`src/rtl/abro_stim_driver.sv`:
```
// ABRO stimulus driver and checker: runs reset/A/B trials into an ABRO block and scores O.
// Latency: trial = 2 + 2*PULSE_W + gap + wait + 1 cycles, done one cycle after the last SCORE.
// No backpressure: start is ignored while busy. Define ABRO_DRV_LFSR_EN for LFSR-chosen order/gap.
module abro_stim_driver #(
    parameter int NUM_TRIALS = 4,
    parameter int PULSE_W    = 2,
    parameter int GAP_W      = 4,
    parameter int TIMEOUT    = 8,
    parameter int CNT_W      = 8
) (
    input  logic             clk,
    input  logic             reset,
    input  logic             start,
    input  logic             order_cfg,
    input  logic [GAP_W-1:0] gap_cfg,
    output logic             dut_reset,
    output logic             dut_A,
    output logic             dut_B,
    input  logic             dut_O,
    output logic             busy,
    output logic             done,
    output logic             all_pass,
    output logic [CNT_W-1:0] pass_cnt,
    output logic [CNT_W-1:0] fail_cnt
);
    localparam int M1 = (PULSE_W > TIMEOUT) ? PULSE_W : TIMEOUT;
    localparam int M2 = (M1 > (1 << GAP_W)) ? M1 : (1 << GAP_W);
    localparam int SW = $clog2(M2 + 1);
    localparam int TW = (NUM_TRIALS > 1) ? $clog2(NUM_TRIALS) : 1;
    localparam logic [SW-1:0] PULSE_LAST = SW'(PULSE_W - 1);
    localparam logic [SW-1:0] TO_LAST    = SW'(TIMEOUT - 1);
    localparam logic [SW-1:0] RST_LAST   = SW'(1);
    localparam logic [TW-1:0] TRIAL_LAST = TW'(NUM_TRIALS - 1);

    typedef enum logic [2:0] {
        S_IDLE, S_RST_DUT, S_FIRST, S_GAP, S_SECOND, S_WAIT_O, S_SCORE, S_DONE
    } state_t;

    state_t           state, next_state;
    logic [SW-1:0]    step;
    logic [TW-1:0]    trial;
    logic             order_q;
    logic [GAP_W-1:0] gap_q;
    logic             early;
    logic             trial_ok;
    logic             enter_rst;
    logic             a_nxt, b_nxt, rst_nxt;
    logic             order_sel;
    logic [GAP_W-1:0] gap_sel;
    logic [SW-1:0]    gap_last;

    assign gap_last  = {{(SW-GAP_W){1'b0}}, gap_q} - SW'(1);
    assign enter_rst = (next_state == S_RST_DUT) && (state != S_RST_DUT);

`ifdef ABRO_DRV_LFSR_EN
    logic [15:0] lfsr, lfsr_step;
    wire         unused_cfg = ^{order_cfg, gap_cfg};

    // x^16 + x^14 + x^13 + x^11 + 1, advanced once per trial
    assign lfsr_step = {lfsr[14:0], lfsr[15] ^ lfsr[13] ^ lfsr[12] ^ lfsr[10]};
    assign order_sel = lfsr_step[GAP_W];
    assign gap_sel   = lfsr_step[GAP_W-1:0];

    always_ff @(posedge clk) begin
        if (reset)
            lfsr <= 16'hACE1;
        else if (enter_rst)
            lfsr <= lfsr_step;
    end
`else
    assign order_sel = order_cfg;
    assign gap_sel   = gap_cfg;
`endif

    always_ff @(posedge clk) begin
        if (reset)
            state <= S_IDLE;
        else
            state <= next_state;
    end

    always_comb begin
        next_state = state;
        busy       = 1'b1;
        done       = 1'b0;
        rst_nxt    = 1'b0;
        a_nxt      = 1'b0;
        b_nxt      = 1'b0;
        case (state)
            S_IDLE: begin
                busy    = 1'b0;
                rst_nxt = 1'b1;
                if (start)
                    next_state = S_RST_DUT;
            end
            S_RST_DUT: begin
                rst_nxt = 1'b1;
                if (step == RST_LAST)
                    next_state = S_FIRST;
            end
            S_FIRST: begin
                a_nxt = !order_q;
                b_nxt = order_q;
                if (step == PULSE_LAST)
                    next_state = (gap_q != '0) ? S_GAP : S_SECOND;
            end
            S_GAP: begin
                if (step == gap_last)
                    next_state = S_SECOND;
            end
            S_SECOND: begin
                a_nxt = order_q;
                b_nxt = !order_q;
                if (step == PULSE_LAST)
                    next_state = S_WAIT_O;
            end
            S_WAIT_O: begin
                if (dut_O || (step == TO_LAST))
                    next_state = S_SCORE;
            end
            S_SCORE: begin
                next_state = (trial == TRIAL_LAST) ? S_DONE : S_RST_DUT;
            end
            S_DONE: begin
                busy       = 1'b0;
                done       = 1'b1;
                next_state = S_IDLE;
            end
            default: next_state = S_IDLE;
        endcase
    end

    always_ff @(posedge clk) begin
        if (reset) begin
            step      <= '0;
            trial     <= '0;
            order_q   <= 1'b0;
            gap_q     <= '0;
            early     <= 1'b0;
            trial_ok  <= 1'b0;
            dut_reset <= 1'b1;
            dut_A     <= 1'b0;
            dut_B     <= 1'b0;
            all_pass  <= 1'b0;
            pass_cnt  <= '0;
            fail_cnt  <= '0;
        end else begin
            dut_reset <= rst_nxt;
            dut_A     <= a_nxt;
            dut_B     <= b_nxt;
            step      <= (next_state != state) ? '0 : step + SW'(1);

            if (enter_rst) begin
                order_q <= order_sel;
                gap_q   <= gap_sel;
                early   <= 1'b0;
            end else if (((state == S_FIRST) || (state == S_GAP)) && dut_O) begin
                early <= 1'b1;
            end

            // Holds the verdict of the final WAIT_O cycle for SCORE
            if (state == S_WAIT_O)
                trial_ok <= dut_O && !early;

            if ((state == S_IDLE) && start) begin
                trial    <= '0;
                pass_cnt <= '0;
                fail_cnt <= '0;
                all_pass <= 1'b0;
            end

            if (state == S_SCORE) begin
                trial <= trial + TW'(1);
                if (trial_ok) begin
                    if (pass_cnt != {CNT_W{1'b1}})
                        pass_cnt <= pass_cnt + CNT_W'(1);
                end else if (fail_cnt != {CNT_W{1'b1}}) begin
                    fail_cnt <= fail_cnt + CNT_W'(1);
                end
                if (trial == TRIAL_LAST)
                    all_pass <= trial_ok && (fail_cnt == '0);
            end
        end
    end
endmodule

```
`config.mk`:
```
export PLATFORM = sky130hd
export DESIGN_NAME = abro_stim_driver
export DESIGN_NICKNAME = d
export VERILOG_FILES = /design/src/rtl/abro_stim_driver.sv
export SDC_FILE = /design/constraint.sdc
export NUM_CORES = 1
export LEC_CHECK = 0
export BUFFER_PORTS_ARGS = -buffer_cell sky130_fd_sc_hd__buf_2
export CORE_MARGIN = 5
export CORE_UTILIZATION = 50
export CTS_CLUSTER_DIAMETER = 200
export DETAILED_ROUTE_END_ITERATION = 7
export PLACE_DENSITY = 0.76
export SYNTH_ARGS = -nofsm -noshare
export SYNTH_HDL_FRONTEND = slang
export SYNTH_SLANG_ARGS = --single-unit
export TNS_END_PERCENT = 20
```
`constraint.sdc`:
```
create_clock -name clk -period 4.5 [get_ports clk]
set_input_delay 0.45 -clock clk [delete_from_list [all_inputs] [get_ports clk]]
set_output_delay 0.45 -clock clk [all_outputs]
set_load 0.01 [all_outputs]
```
==> results of run 1 <==
worst min-delay path, delay by kind of cell:
kind	cells	cell delay [ps]
buffers and inverters	1	100
multiplexers	1	60
AND/OR/NAND/NOR	1	50
layer usage:
metal	part of all wire [%]	up-vias
met5	0	-
met4	0.75	0
met3	4.7	4
met2	46	43
met1	48	825
li1	-	939
synthesized netlist by cell type, types with 2 or more instances:
library cell  instances
nor4_1                7
and3_1                8
or2_2                 2
o21ai_0               6
xnor2_1               3
nor3_1               14
and4_1                2
a22oi_1               2
ha_1                  8
nand3_1               8
nor3b_1               2
a21oi_1              26
nand2b_1             11
inv_1                 9
a211oi_1              4
nand2_1              11
o31ai_1               3
clkbuf_1             10
o21ba_2               2
xor2_1                7
mux2i_1               7
nor2_1               29
dfxtp_1              37
nand3b_1              5
a31oi_1               2
or4_1                 2
power breakdown:
group / internal [mW] / total [mW] / switching, mW
logic: 0.0652 / 0.142 / 0.0765
registers: 0.341 / 0.364 / 0.0226
clock network: 0.107 / 0.217 / 0.110
total: 0.514 / 0.723 / 0.209
worst max path at each step:
stage	start	end	slack [ps]
5_1_grt	step[0]$_SDFF_PP0_	step[2]$_SDFF_PP0_	1540
6_report	step[0]$_SDFF_PP0_	step[4]$_SDFF_PP0_	1720
4_1_cts	step[0]$_SDFF_PP0_	step[2]$_SDFF_PP0_	1700
2_1_floorplan	step[0]$_SDFF_PP0_	step[2]$_SDFF_PP0_	1950
3_5_place_dp	step[0]$_SDFF_PP0_	step[2]$_SDFF_PP0_	1710
3_3_place_gp	step[0]$_SDFF_PP0_	step[4]$_SDFF_PP0_	1770
cells by family (layout without fill, tap and decap cells):
| kind of cell | Yosys count | in the layout |
|---|---|---|
| xor gates and xnor gates | 10 | 10 |
| buffers and inverters | 20 | 47 |
| adders and majority gates | 8 | 8 |
| AOI/OAI and AO/OA | 52 | 52 |
| and+or+nand+nor | 110 | 110 |
| DFF | 37 | 37 |
| muxes | 8 | 8 |
sequential cells by signal (all words and copies together), names as in the netlist, 2 cells and up:
| name | count |
|---|---|
| pass_cnt | 8 |
| step | 5 |
| gap_q | 4 |
| state | 3 |
| fail_cnt | 8 |
| trial | 2 |
cell type report:
type                            count  area (um^2)  share of cell area [%]
Clock buffer                        6         72.6                    3.17
Clock inverter                      2         10.0                   0.437
Inverter                            9         33.8                    1.47
Multi-Input combinational cell    188         1220                    53.3
Sequential cell                    37          741                    32.3
Tap cell                           50         62.6                    2.73
Timing Repair Buffer               30          150                    6.55
stage by stage:
stage,util (%),area [um^2],total power [mW],worst slack [ps]
after floorplan,-,2040,0.483,1950
after global placement,55.6,2210,0.512,1770
after detailed placement,55.6,2210,0.514,1710
after CTS,57.7,2290,0.731,1700
after global routing,57.7,2290,0.765,1540
final,57.7,2290,0.723,1720
==> results.sh, run 1 <==
export IMPL_status="complete, no violations"
export IMPL_leakagePower_nw=0.928
export IMPL_die_h_um=73.9
export IMPL_layout_min_cycle_time_ps=2780
export IMPL_dieArea_um2=5470
export IMPL_synthArstFlopShare_pct=0
export IMPL_placed_cells=314
export IMPL_cp_end_kind="register"
export IMPL_r2r_start="step[0]$_SDFF_PP0_"
export IMPL_ff2ff_setup_slack_ps=1720
export IMPL_cp_depth=7
export IMPL_grt_remaining_overflow=0
export IMPL_final_common_cell="dfxtp_1"
export IMPL_post_cts_buffers=0
export IMPL_synth_area_per_cell_um2=8.34
export IMPL_wl_per_cell_um=12.9
export IMPL_min_path_cells=3
export IMPL_slew_headroom_pct=53.9
export IMPL_ys_top_cells_by_area="dfxtp_1, a21oi_1, nor2_1, ha_1, mux2i_1"
export IMPL_max_clock_path_buffers=2
export IMPL_busiest_layer="met2"
export IMPL_synth_ff_type="dfxtp_1"
export IMPL_slowest_stage="mux4_2"
export IMPL_whs_endpoint="gap_q[2]$_SDFFE_PP0P_"
export IMPL_synth_top_area_share_pct=36.2
export IMPL_synthAdderAreaFrac_pct=4.90
export IMPL_slowest_delay_ps=540
export IMPL_cts_root_buf="clkbuf_8"
export IMPL_fin_crit_sh_pct=61.7
export IMPL_portBuffers=30
export IMPL_synth_seq_cells=37
export IMPL_setup_tns_ps=0
export IMPL_grtUsageMet2_pct=27.0
export IMPL_vias=1811
export IMPL_cts_tree="built"
export IMPL_postCtsHoldBufs=0
export IMPL_cp_arrival_ps=2910
export IMPL_drtAntennaViolNets=0
export IMPL_worst_pin_slew_ps=691
export IMPL_path_clk_slew_ps=70
export IMPL_critPathBufInv=0
export IMPL_synth_edff_count=0
export IMPL_drive_gt1_share_pct=16.9
export IMPL_rsz0062_at_grt="no"
export IMPL_first_pass_iters=4
export IMPL_coreArea_um2=3970
export IMPL_n_antenna_cell=0
export IMPL_drc_errors=0
export IMPL_drt_iter0_drc=144
export IMPL_synth_xor_area_share_pct=4.28
export IMPL_whs_ps=427
export IMPL_ys_warnings_count=0
export IMPL_clkSinkCount=37
export IMPL_min_from="gap_cfg[2]"
export IMPL_layout_common_cells="dfxtp_1, buf_2, nor2_1, a21oi_1, nor3_1"
export IMPL_synth_distinct_cells=44
export IMPL_area_growth_pct=12.1
export IMPL_fillCellCount=351
export IMPL_cts_made_buffers=5
export IMPL_instances_no_fill=322
export IMPL_rows=23
export IMPL_cts_max_level=2
export IMPL_crit_family="simple AND/OR/NAND/NOR gates"
export IMPL_worst_path_max_fanout=5
export IMPL_grt_pass1_wl_mm=7.36
export IMPL_start_kind="register"
export IMPL_drv_cap=0
export IMPL_cts_resized=0
export IMPL_max_vdd_ir_drop_mv=0.155
export IMPL_r2r_end="step[4]$_SDFF_PP0_"
export IMPL_dpl_hpwl_mm=3.08
export IMPL_crit_chain="ha_1 > or4b_4 > nor4b_4 > nor2_1 > mux4_2 > a211oi_1 > nor4_1"
export IMPL_synth_simple_area_share_pct=30.3
export IMPL_grt_use_met1_pct=22.3
export IMPL_synthMuxAreaShare_pct=4.53
export IMPL_finalSetupViolations=0
export IMPL_rr_worst_depth=7
export IMPL_die_x_um=73.9
export IMPL_cp_required_ps=4630
export IMPL_synth_area_um2=2040
export IMPL_syn_nets=262
export IMPL_use_met3_pct=4.05
export IMPL_place_gp_congestion=0.777
export IMPL_start_util_pct=51.5
export IMPL_ys_seq_area_share_pct=36.2
export IMPL_grt_max_degree=43
export IMPL_layout_nets=288
export IMPL_antenna_found_initial=0
export IMPL_syn_inst=245
export IMPL_synth_top_family_by_area="simple AND/OR/NAND/NOR gates"
export IMPL_fin_skew_ps=4.78
export IMPL_boundaryPins=31
export IMPL_hp_class="input port to register"
export IMPL_wl_mm=4.15
export IMPL_grt_pass1_vias=1714
export IMPL_clk_insertion_delay_late_ps=280
export IMPL_gr_usage_all_layers_pct=16.8
export IMPL_report_final_hold_viol_count=0
export IMPL_worst_setup_path_type="register to register"
export IMPL_yosysTopAreaCell="dfxtp_1"
export IMPL_maxClockFrequency_mhz=360
export IMPL_drv_slew=0
export IMPL_viasPerCell=5.62
export IMPL_power_density_nw_per_um2=315
export IMPL_synth_compound_area_share_pct=15.7
Note: power is estimated with default switching activity, not from simulation.
==> run 2: changes to the inputs <==
clock period = 2.8 ns   (was 4.5 ns; I/O delays follow)
==> run 2 against run 1 <==
Against the previous run:
- maximum frequency grew 4.8%
- critical path type unchanged
- clock-buffer cell count unchanged
- sequential cell count unchanged
- global-route usage grew 1.5 points
- critical path depth rose by 1
- clock skew up 3.5 ps
- sequential power rose by 59%
- via count is 3.5% higher
- core utilization grew 1.9 points
- setup slack lost 1600 ps
- combinational power rose by 80%
==> results.sh, run 2 (synthesis gave the netlist of run 1 again) <==
export IMPL_status="complete, no violations"
export IMPL_sw_frac_of_total_pct=29.8
export IMPL_worst_setup_path_type="register to register"
export IMPL_reg_top3="fail_cnt (8), pass_cnt (8), step (5)"
export IMPL_drtAntennaViolNets=0
export IMPL_crit_chain="inv_1 > ha_1 > or4b_4 > nor4b_4 > nor2_1 > mux4_2 > or4_1 > o31ai_1"
export IMPL_setup_tns_ps=0
export IMPL_die_h_um=73.9
export IMPL_final_common_cell="dfxtp_1"
export IMPL_area_growth_pct=15.7
export IMPL_crit_family="simple AND/OR/NAND/NOR gates"
export IMPL_p_seq_share_pct=47.0
export IMPL_rr_worst_depth=8
export IMPL_layout_nets=296
export IMPL_die_x_um=73.9
export IMPL_r2r_start="step[1]$_SDFF_PP0_"
export IMPL_viasPerCell=5.68
export IMPL_critPathBufInv=1
export IMPL_grt_remaining_overflow=0
export IMPL_slowest_delay_ps=540
export IMPL_path_clk_slew_ps=70
export IMPL_cp_end_kind="register"
export IMPL_max_clock_path_buffers=2
export IMPL_drv_cap=0
export IMPL_start_kind="register"
export IMPL_place_gp_congestion=0.874
export IMPL_postCtsHoldBufs=0
export IMPL_report_final_hold_viol_count=0
export IMPL_finalSetupViolations=0
export IMPL_n_antenna_cell=0
export IMPL_min_from="gap_cfg[2]"
export IMPL_fin_crit_sh_pct=94.7
export IMPL_worst_pin_slew_ps=688
export IMPL_vias=1875
export IMPL_layout_min_cycle_time_ps=2650
export IMPL_final_core_util_pct=59.6
export IMPL_gr_usage_all_layers_pct=18.3
export IMPL_wl_mm=4.48
export IMPL_cts_resized=0
export IMPL_cp_required_ps=3010
export IMPL_cts_made_buffers=5
export IMPL_intPower_mw=0.864
export IMPL_dpl_hpwl_mm=3.19
export IMPL_power_density_nw_per_um2=520
export IMPL_first_pass_iters=4
export IMPL_clkPwrFrac_pct=32.3
export IMPL_whs_ps=239
export IMPL_cts_max_level=2
export IMPL_drive_gt1_share_pct=20.0
export IMPL_hp_class="input port to register"
export IMPL_ff2ff_setup_slack_ps=150
export IMPL_portBuffers=30
export IMPL_drv_slew=0
export IMPL_max_vdd_ir_drop_mv=0.280
export IMPL_cp_arrival_ps=2860
export IMPL_antenna_found_initial=0
export IMPL_dieArea_um2=5470
export IMPL_switchingPower_mw=0.367
export IMPL_final_cell_area_um2=2370
export IMPL_cts_tree="built"
export IMPL_slowest_stage="mux4_2"
export IMPL_grt_max_degree=43
export IMPL_wl_per_cell_um=13.6
export IMPL_layout_common_cells="dfxtp_1, buf_2, nor2_1, a21oi_1, nor3_1"
export IMPL_whs_endpoint="gap_q[2]$_SDFFE_PP0P_"
export IMPL_coreArea_um2=3970
export IMPL_fin_skew_ps=8.30
export IMPL_combPwrFrac_pct=20.7
export IMPL_fillCellCount=369
export IMPL_clkSinkCount=37
export IMPL_leakagePower_nw=0.975
export IMPL_drt_iter0_drc=116
export IMPL_clk_insertion_delay_late_ps=300
export IMPL_place_area_um2=2270
export IMPL_min_path_cells=3
export IMPL_rows=23
export IMPL_slew_headroom_pct=54.1
export IMPL_maxClockFrequency_mhz=377
export IMPL_start_util_pct=51.5
export IMPL_rsz0062_at_grt="no"
export IMPL_grt_pass1_vias=1803
export IMPL_grt_pass1_wl_mm=7.91
export IMPL_drc_errors=0
export IMPL_r2r_end="gap_q[1]$_SDFFE_PP0P_"
export IMPL_cts_root_buf="clkbuf_8"
export IMPL_post_cts_buffers=0
export IMPL_boundaryPins=31
export IMPL_worst_path_max_fanout=5
[run 2: power by group through the flow]
stage / logic [mW] / clock network, mW / registers [mW]
5_1_grt: 0.285 / 0.426 / 0.582
3_3_place_gp: 0.246 / 0 / 0.588
6_report: 0.255 / 0.398 / 0.578
4_1_cts: 0.254 / 0.407 / 0.577
2_1_floorplan: 0.194 / 0 / 0.582
3_5_place_dp: 0.253 / 0 / 0.589
[run 2: cell type report]
class	instances	area [um^2]	area share [%]
timing repair buffer	38	210	8.88
tap	50	62.6	2.64
multi-input combinational	188	1220	51.6
inverter	9	33.8	1.43
clock inverter	2	13.8	0.582
clock buffer	6	82.6	3.49
sequential	37	742	31.4
[run 2: worst min-delay path, delay by kind of cell]
kind	cells	cell delay, ps
simple gates	1	60
buf+inv	1	90
mux	1	60
[run 2: metal layers]
metal / GRT usage, % / vias up / wire length (um)
met3: 4.19 / 7 / 212
met1: 24.7 / 867 / 2170
met5: 0 / - / 0
met2: 28.8 / 46 / 2030
li1: - / 955 / -
met4: 6.04 / 0 / 66
[run 2: how the worst max path moves through the flow]
stage / start / endpoint / slack [ps] / cells after the start
final: step[1]$_SDFF_PP0_ / gap_q[1]$_SDFFE_PP0P_ / 150 / 8
after global routing: step[1]$_SDFF_PP0_ / gap_q[1]$_SDFFE_PP0P_ / 10 / 8
after CTS: step[0]$_SDFF_PP0_ / gap_q[1]$_SDFFE_PP0P_ / 120 / 7
after detailed placement: step[0]$_SDFF_PP0_ / gap_q[0]$_SDFFE_PP0P_ / 120 / 7
after global placement: step[0]$_SDFF_PP0_ / gap_q[0]$_SDFFE_PP0P_ / 190 / 7
after floorplan: step[0]$_SDFF_PP0_ / step[2]$_SDFF_PP0_ / 250 / 7
[run 2: metrics by stage]
step	setup slack [ps]	total power [mW]	std cells
2_1_floorplan	252	0.776	245
3_3_place_gp	194	0.834	322
3_5_place_dp	121	0.843	322
4_1_cts	115	1.24	330
5_1_grt	13.5	1.29	330
6_report	150	1.23	330
==> run 3: changes to the inputs <==
CTS_BUF_LIST = sky130_fd_sc_hd__clkbuf_4   (was default)
==> run 3 against run 2 <==
Against the previous run:
- via count is 1.5% lower
- power decreased by 9.6%
- sequential cell count did not move
- cell count unchanged
- combinational power barely moved
- final area decreased by 1.7%
- first-iteration DRC count grew 31%
- register-to-register slack gained 30 ps
- clock skew down 5.9 ps
- critical endpoint unchanged
- largest cell class unchanged
- largest power group unchanged
- highest routed layer unchanged
==> results.sh, run 3 (synthesis gave the netlist of run 1 again) <==
export IMPL_status="complete, no violations"
export IMPL_routed_top_layer="met4"
export IMPL_wl_per_cell_um=13.4
export IMPL_dpl_hpwl_mm=3.19
export IMPL_path_clk_slew_ps=110
export IMPL_r2r_end="gap_q[1]$_SDFFE_PP0P_"
export IMPL_layout_nets=296
export IMPL_layout_common_cells="dfxtp_1, buf_2, nor2_1, a21oi_1, nor3_1"
export IMPL_reg_top3="fail_cnt (8), pass_cnt (8), step (5)"
export IMPL_cts_made_buffers=5
export IMPL_layout_min_cycle_time_ps=2620
export IMPL_clkSinkCount=37
export IMPL_hp_class="input port to register"
export IMPL_whs_endpoint="gap_q[2]$_SDFFE_PP0P_"
export IMPL_post_cts_buffers=0
export IMPL_grt_pass1_vias=1786
export IMPL_slowest_stage="mux4_2"
export IMPL_postCtsHoldBufs=0
export IMPL_final_common_cell="dfxtp_1"
export IMPL_sw_frac_of_total_pct=31.7
export IMPL_wl_mm=4.41
export IMPL_n_antenna_cell=0
export IMPL_start_kind="register"
export IMPL_p_seq_share_pct=52.0
export IMPL_power_density_nw_per_um2=478
export IMPL_grt_remaining_overflow=0
export IMPL_report_final_hold_viol_count=0
export IMPL_rows=23
export IMPL_portBuffers=30
export IMPL_grt_pass1_wl_mm=7.84
export IMPL_cp_required_ps=3060
export IMPL_drv_cap=0
export IMPL_grt_max_degree=43
export IMPL_clkPwrFrac_pct=25.2
export IMPL_cts_tree="built"
export IMPL_first_pass_iters=4
export IMPL_worst_setup_path_type="register to register"
export IMPL_cts_root_buf="clkbuf_4"
export IMPL_viasPerCell=5.60
export IMPL_drv_slew=0
export IMPL_ff2ff_setup_slack_ps=180
export IMPL_die_x_um=73.9
export IMPL_switchingPower_mw=0.353
export IMPL_drc_errors=0
export IMPL_gr_usage_all_layers_pct=18.1
export IMPL_leakagePower_nw=0.957
export IMPL_finalSetupViolations=0
export IMPL_r2r_start="step[1]$_SDFF_PP0_"
export IMPL_route_met3_wl_um=237
export IMPL_min_path_cells=3
export IMPL_fillCellCount=380
export IMPL_slew_headroom_pct=54.2
export IMPL_setup_tns_ps=0
export IMPL_max_vdd_ir_drop_mv=0.303
export IMPL_die_h_um=73.9
export IMPL_cp_end_kind="register"
export IMPL_worst_path_max_fanout=5
export IMPL_intPower_mw=0.759
export IMPL_coreArea_um2=3970
export IMPL_wl_met1_mm=2.11
export IMPL_place_gp_congestion=0.874
export IMPL_vias=1847
export IMPL_min_from="gap_cfg[2]"
export IMPL_place_area_um2=2270
export IMPL_max_clock_path_buffers=2
export IMPL_area_growth_pct=13.7
export IMPL_fin_skew_ps=2.43
export IMPL_rr_worst_depth=8
export IMPL_maxClockFrequency_mhz=382
export IMPL_drtAntennaViolNets=0
export IMPL_worst_pin_slew_ps=687
export IMPL_drive_gt1_share_pct=19.6
export IMPL_fin_crit_sh_pct=93.5
export IMPL_cp_arrival_ps=2880
export IMPL_dr_wl_met2_mm=2.01
export IMPL_cts_max_level=2
export IMPL_final_cell_area_um2=2320
export IMPL_start_util_pct=51.5
export IMPL_drt_iter0_drc=152
export IMPL_antenna_found_initial=0
export IMPL_boundaryPins=31
export IMPL_clk_insertion_delay_late_ps=340
export IMPL_slowest_delay_ps=540
export IMPL_crit_chain="inv_1 > ha_1 > or4b_4 > nor4b_4 > nor2_1 > mux4_2 > or4_1 > o31ai_1"
export IMPL_combPwrFrac_pct=22.9
export IMPL_rsz0062_at_grt="no"
export IMPL_dieArea_um2=5470
[run 3: worst max-delay path by stage]
| stage | from | end | slack, ps | depth (start not counted) |
|---|---|---|---|---|
| 2_1_floorplan | step[0]$_SDFF_PP0_ | step[2]$_SDFF_PP0_ | 250 | 7 |
| 3_3_place_gp | step[0]$_SDFF_PP0_ | gap_q[0]$_SDFFE_PP0P_ | 190 | 7 |
| 3_5_place_dp | step[0]$_SDFF_PP0_ | gap_q[0]$_SDFFE_PP0P_ | 120 | 7 |
| 4_1_cts | step[0]$_SDFF_PP0_ | gap_q[1]$_SDFFE_PP0P_ | 100 | 7 |
| 5_1_grt | gap_q[0]$_SDFFE_PP0P_ | step[2]$_SDFF_PP0_ | 20 | 8 |
| 6_report | step[1]$_SDFF_PP0_ | gap_q[1]$_SDFFE_PP0P_ | 180 | 8 |
[run 3: cell type report]
| class | count | area (um^2) | area share [%] |
|---|---|---|---|
| multi-input cells | 188 | 1220 | 52.5 |
| flip-flops and latches | 37 | 742 | 31.9 |
| repair buffers | 38 | 210 | 9.04 |
| well taps | 50 | 62.6 | 2.69 |
| clock buffers | 5 | 37.5 | 1.61 |
| inverters | 9 | 33.8 | 1.45 |
| clock inverters | 3 | 17.5 | 0.753 |
[run 3: metal layers]
layer / global-route usage, % / up-vias
li1: - / 956
met4: 4.83 / 0
met2: 28.7 / 42
met5: 0 / -
met3: 4.46 / 5
met1: 24.6 / 844
[run 3: through the flow]
| stage | hold slack [ps] | worst slack [ps] | instances | utilization (%) | power [mW] |
|---|---|---|---|---|---|
| 4_1_cts | 180 | 101 | 330 | 58.5 | 1.12 |
| 3_3_place_gp | 464 | 194 | 322 | 57.1 | 0.834 |
| 6_report | 182 | 181 | 330 | 58.5 | 1.11 |
| 3_5_place_dp | 462 | 121 | 322 | 57.1 | 0.843 |
| 2_1_floorplan | 435 | 252 | 245 | - | 0.776 |
| 5_1_grt | 190 | 23.7 | 330 | 58.5 | 1.18 |
[run 3: worst max-delay path: cells and delay by family (launching register included)]
| kind | cells | cell delay [ps] |
|---|---|---|
| simple gates | 4 | 1360 |
| mux | 1 | 540 |
| flops | 1 | 360 |
| fa+ha+maj | 1 | 130 |
| compound gates | 1 | 80 |
| buf+inv | 1 | 70 |
[run 3: power groups by stage]
stage	combinational [mW]	clock, mW	sequential [mW]
after floorplan	0.194	0	0.582
after global placement	0.246	0	0.588
after detailed placement	0.253	0	0.589
after CTS	0.254	0.291	0.577
after global routing	0.285	0.311	0.582
final	0.254	0.280	0.578
[run 3: timing repair]
action	4_1_cts	5_1_grt
endpoints found under the hold margin	0	0
endpoints found under the setup margin	0	6
resized for setup	0	1
